## src/rtl/pipe_pkg.sv

```systemverilog
// Shared datapath types for the inter-stage pipeline registers.
// The stage bundles are packed into the WIDTH payload of pipe_stage_buf.
package pipe_pkg;

  typedef enum logic [1:0] {
    UPD_HOLD  = 2'b00,
    UPD_LOAD  = 2'b01,
    UPD_FLUSH = 2'b10
  } upd_e;

  localparam logic [31:0] NOP_INST  = 32'h0000_0001;
  localparam logic [31:0] PC_BUBBLE = 32'hffff_fffc;

  typedef struct packed {
    logic [31:0] pc;
    logic [31:0] inst;
  } fd_t;

  typedef struct packed {
    logic [31:0] pc;
    logic [31:0] rs1_val;
    logic [31:0] rs2_val;
    logic [31:0] imm;
    logic [4:0]  rd;
    logic [7:0]  ctrl;
  } de_t;

  typedef struct packed {
    logic [31:0] result;
    logic [4:0]  rd;
    logic        we;
  } ew_t;

  // Bubble payload for the F/D register: a NOP at an impossible PC.
  function automatic fd_t fd_bubble();
    fd_t b;
    b.pc   = PC_BUBBLE;
    b.inst = NOP_INST;
    return b;
  endfunction

endpackage

```

## src/rtl/pipe_stage_buf.sv

```systemverilog
// Elastic valid/ready pipeline register with an optional skid entry and a
// synchronous flush that turns the stage into a bubble.
module pipe_stage_buf
  import pipe_pkg::*;
#(
  parameter int unsigned      WIDTH  = 32,
  parameter logic [WIDTH-1:0] BUBBLE = '0,
  parameter bit               SKID   = 1'b1
) (
  input  logic             clk,
  input  logic             rstn,
  input  logic             flush,
  input  logic             in_valid,
  output logic             in_ready,
  input  logic [WIDTH-1:0] in_data,
  output logic             out_valid,
  input  logic             out_ready,
  output logic [WIDTH-1:0] out_data,
  output logic [1:0]       count
);

  logic             m_valid, s_valid;
  logic [WIDTH-1:0] m_data, s_data;

  logic             emit, accept;
  logic             s_load, s_clear;
  upd_e             m_upd;
  logic             m_next_valid;
  logic [WIDTH-1:0] m_next_data;

  // With the skid, upstream ready depends only on state; without it, a
  // full stage can still accept when the downstream drains it this cycle.
  assign in_ready = SKID ? ~s_valid : (~m_valid | out_ready);

  assign emit   = m_valid & out_ready;
  // NOTE: flush masks accept so an offered beat is dropped, not half-loaded.
  assign accept = in_valid & in_ready & ~flush;

  // NOTE: every always_comb output gets a default first, so no path infers a latch.
  always_comb begin
    m_upd        = UPD_HOLD;
    m_next_valid = m_valid;
    m_next_data  = m_data;
    if (flush) begin
      m_upd = UPD_FLUSH;
    end else if (!m_valid || emit) begin
      m_upd = UPD_LOAD;
      if (s_valid) begin
        m_next_valid = 1'b1;
        m_next_data  = s_data;
      end else if (accept) begin
        m_next_valid = 1'b1;
        m_next_data  = in_data;
      end else begin
        m_next_valid = 1'b0;
        m_next_data  = BUBBLE;
      end
    end
  end

  // S fills only when M is stalled; it drains into M on the next emit.
  assign s_load  = SKID && m_valid && !emit && accept;
  assign s_clear = flush || (s_valid && emit);

  // NOTE: payload registers are reset too, so out_data is BUBBLE (never X) from reset.
  always_ff @(posedge clk or negedge rstn) begin
    if (!rstn) begin
      m_valid <= 1'b0;
      m_data  <= BUBBLE;
    end else begin
      case (m_upd)
        UPD_FLUSH: begin
          m_valid <= 1'b0;
          m_data  <= BUBBLE;
        end
        UPD_LOAD: begin
          m_valid <= m_next_valid;
          m_data  <= m_next_data;
        end
        default: ;
      endcase
    end
  end

  always_ff @(posedge clk or negedge rstn) begin
    if (!rstn) begin
      s_valid <= 1'b0;
      s_data  <= BUBBLE;
    end else if (s_clear) begin
      s_valid <= 1'b0;
    end else if (s_load) begin
      s_valid <= 1'b1;
      s_data  <= in_data;
    end
  end

  assign out_valid = m_valid;
  assign out_data  = m_data;
  assign count     = {1'b0, m_valid} + {1'b0, s_valid};

endmodule

```

## config.mk

```make
export PLATFORM = sky130hd
export DESIGN_NAME = pipe_stage_buf
export DESIGN_NICKNAME = d
export VERILOG_FILES = /design/src/rtl/pipe_pkg.sv /design/src/rtl/pipe_stage_buf.sv
export SDC_FILE = /design/constraint.sdc
export NUM_CORES = 1
export LEC_CHECK = 0
export ABC_AREA = 1
export CAP_MARGIN = 20
export CORE_MARGIN = 5
export CORE_UTILIZATION = 49
export DETAILED_ROUTE_END_ITERATION = 12
export PLACE_DENSITY = 0.88
export REMOVE_ABC_BUFFERS = 1
export SLEW_MARGIN = 20
export SYNTH_ARGS = -nofsm -noshare
export SYNTH_HDL_FRONTEND = slang
export SYNTH_SLANG_ARGS = --single-unit
```

## constraint.sdc

```tcl
create_clock -name clk -period 1.4 [get_ports clk]
set_clock_uncertainty 0.15 [all_clocks]
set_input_delay 0.21 -clock clk [delete_from_list [all_inputs] [get_ports clk]]
set_output_delay 0.21 -clock clk [all_outputs]
set_load 0.01 [all_outputs]
```

==> impl_metrics.toml <==
[route]
wl_mm = 9.63
first_pass_iters = 4
first_iter_violations = 236
post-route-drc-count = 0
viasPerCell = 5.33
wl_per_cell_um = 16.9
vias = 3038
antenna_left = 0

[global_route]
grt_pass1_vias = 3003
grt_pass1_wl_mm = 14.1
track_usage_pct = 23.6
antenna_found_initial = 0
grt_start_max_net_pins = 67
grt-ovfl-total = 0

[floorplan]
core_region_area_um2 = 5960
ioPinCount = 73
rows = 28
start_util_pct = 50.6
die_area_um2 = 7810
die_width_um = 88.4
die_h_um = 88.4

[place]
dp_slack_ps = -278
gp_congestion = 0.784
place_area_um2 = 3920
hpwl_mm = 5.47
port_buffers = 72

[critical_path]
crit_path_end_kind = "primary output"
critPathTopFamily = "flip-flops"
startpoint_type = "register"
critical_path.max_stage_delay_ps = 400
crit_arrival_ps = 1190
crit_fanout = 2
worst-path-buf-inv = 1
worst_path_max_delay_cell = "dfrtp_1"
cp_cell_sequence = "ha_2, buf_6"
worstPathRequired_ps = 1040
crit_type = "reg -> out"

[synth]
yosysUniqueCellTypes = 18
syn_area_um2 = 3010
synth_cells = 392
avgSynthCellArea_um2 = 7.68
seq_area_frac_synth_pct = 54.8
synth_warnings = 0
ys_ff_latch = 66

[final_layout]
multi_input_area_um2 = 1520
layout-drive-gt1-share_pct = 27.5
stdcell_area_um2 = 4620
fin_util_pct = 77.6
num-nets-final = 529
antennaDiodeCount = 0
fill_cells = 370
regArea_um2 = 1650
area_growth_pct = 53.4

[timing]
fmax_mhz = 647
finalHoldViolations = 0
period_minus_slack_ps = 1550
fin_crit_sh_pct = 110
tightestPinTransition_ps = 354
setup_ws_ps = -146
grt_setup_unrepaired = "true"
slew_headroom_pct = 76.4
setup_violations = 64
report.final.slew_viol_count = 0
tns_ps = -3970

[clock_network]
cts_tree = "yes"
insertion_delay_ps = 350
cts.htree.levels = 3
clockBufferDepth = 2
cts_sinks = 66
cts-root-buf = "clkbuf_8"
numCtsBuffers = 9
cts.reportedPaths.clkPinSlew_ps = 70

[worst_hold_path]
hp-class = "in -> async"

[flow_run]
drv_cap = 0

[pwr]
cellPowerDensity_nw_per_um2 = 1060
leakagePower_nw = 2.53
irDropWorstVdd_mv = 0.622

[run_status]
violations = "setup timing"
status = "finished, violations left"
power by group:
group	leakage [nW]	total, mW	switching [mW]	internal (mW)
Combinational	1.55	0.883	0.479	0.404
Clock	0.106	1.68	0.721	0.957
Sequential	0.876	2.32	0.160	2.16
Total	2.53	4.89	1.36	3.53
cell type report:
cell class / count / share of cell area (%)
Sequential cell: 66 / 35.8
Multi-Input combinational cell: 300 / 32.9
Timing Repair Buffer: 111 / 24.7
Clock buffer: 13 / 3.66
Tap cell: 75 / 2.03
Clock inverter: 2 / 0.758
Inverter: 3 / 0.244
synthesized netlist by cell type:
| master | count | share of area, % |
|---|---|---|
| a31oi_1 | 1 | 0.21 |
| buf_1 | 3 | 0.37 |
| buf_2 | 14 | 2.3 |
| buf_4 | 1 | 0.25 |
| buf_6 | 3 | 1.1 |
| clkbuf_1 | 2 | 0.25 |
| dfrtp_1 | 66 | 55 |
| ha_1 | 1 | 0.42 |
| inv_1 | 3 | 0.37 |
| nand2_1 | 258 | 32 |
| nand2_2 | 2 | 0.42 |
| nand3_1 | 32 | 5.3 |
| nand3_2 | 1 | 0.33 |
| nand3b_1 | 1 | 0.25 |
| nor2_1 | 1 | 0.12 |
| nor2_2 | 1 | 0.21 |
| nor2_4 | 1 | 0.37 |
| nor2_8 | 1 | 0.66 |
state kept, by name, indices dropped and copies added (netlist names):
register,count
out_data,32
out_valid,1
s_data,32
s_valid,1
logic make-up (layout without fill, tap and decap cells):
family | count (synthesis) | in the layout | share of synthesized area [%]
adders and majority gates | 1 | 1 | 0.415
buffers and inverters | 26 | 129 | 4.69
and+or+nand+nor | 298 | 298 | 39.8
AOI/OAI and AO/OA | 1 | 1 | 0.208
DFF | 66 | 66 | 54.8
path summary, 6_finish.rpt:
path                                    from  cells past startpoint      endpoint  slack (ps)
worst min register to register  out_data[12]                      2  out_data[12]         320
max in group asynchronous               rstn                      3    s_data[22]         550
worst max-delay path                 s_valid                      2      count[0]        -150
worst min-delay path                    rstn                      3  out_data[13]         270
worst max register to register       s_valid                      7    s_data[26]        -110
min in group clk                  in_data[4]                      3     s_data[4]         310
tightest hold or removal path, delay by kind of cell:
family	cells	cell delay (ps)
buf+inv	3	950
routing by layer:
layer / up-vias / global-route usage (%) / part of all wire (%)
met5: - / 0 / 0
met4: 0 / 12.9 / 3.2
met3: 31 / 4.28 / 6.5
met2: 139 / 38.7 / 52
met1: 1467 / 29.6 / 39
li1: 1401 / - / -
cells in the final DEF, fill, tap and decap left out, drive strengths merged, types with 3 or more instances in the layout:
cell	n
clkdlybuf4s15	8
nand2	260
nand3	33
clkdlybuf4s50	35
buf	41
inv	3
dfrtp	66
clkbuf	15
nor2	4
dlygate4sd2	24
stage by stage:
step,power [mW],hold WS (ps),instances
2_1_floorplan,2.61,-236,369
3_3_place_gp,2.97,101,541
3_5_place_dp,3.03,106,541
4_1_cts,4.72,293,564
5_1_grt,5.08,306,570
6_report,4.89,267,570
timing repair:
| action | in CTS | in global routing |
|---|---|---|
| pin swaps | 20 | 63 |
| resized for setup | 85 | 73 |
| cloned | 1 | 4 |
| hold endpoints to repair | 66 | 0 |
| setup buffers | 6 | 3 |
| hold buffers | 1 | 0 |
| endpoints found under the setup margin | 86 | 80 |
Note: power is estimated with default switching activity, not from simulation.
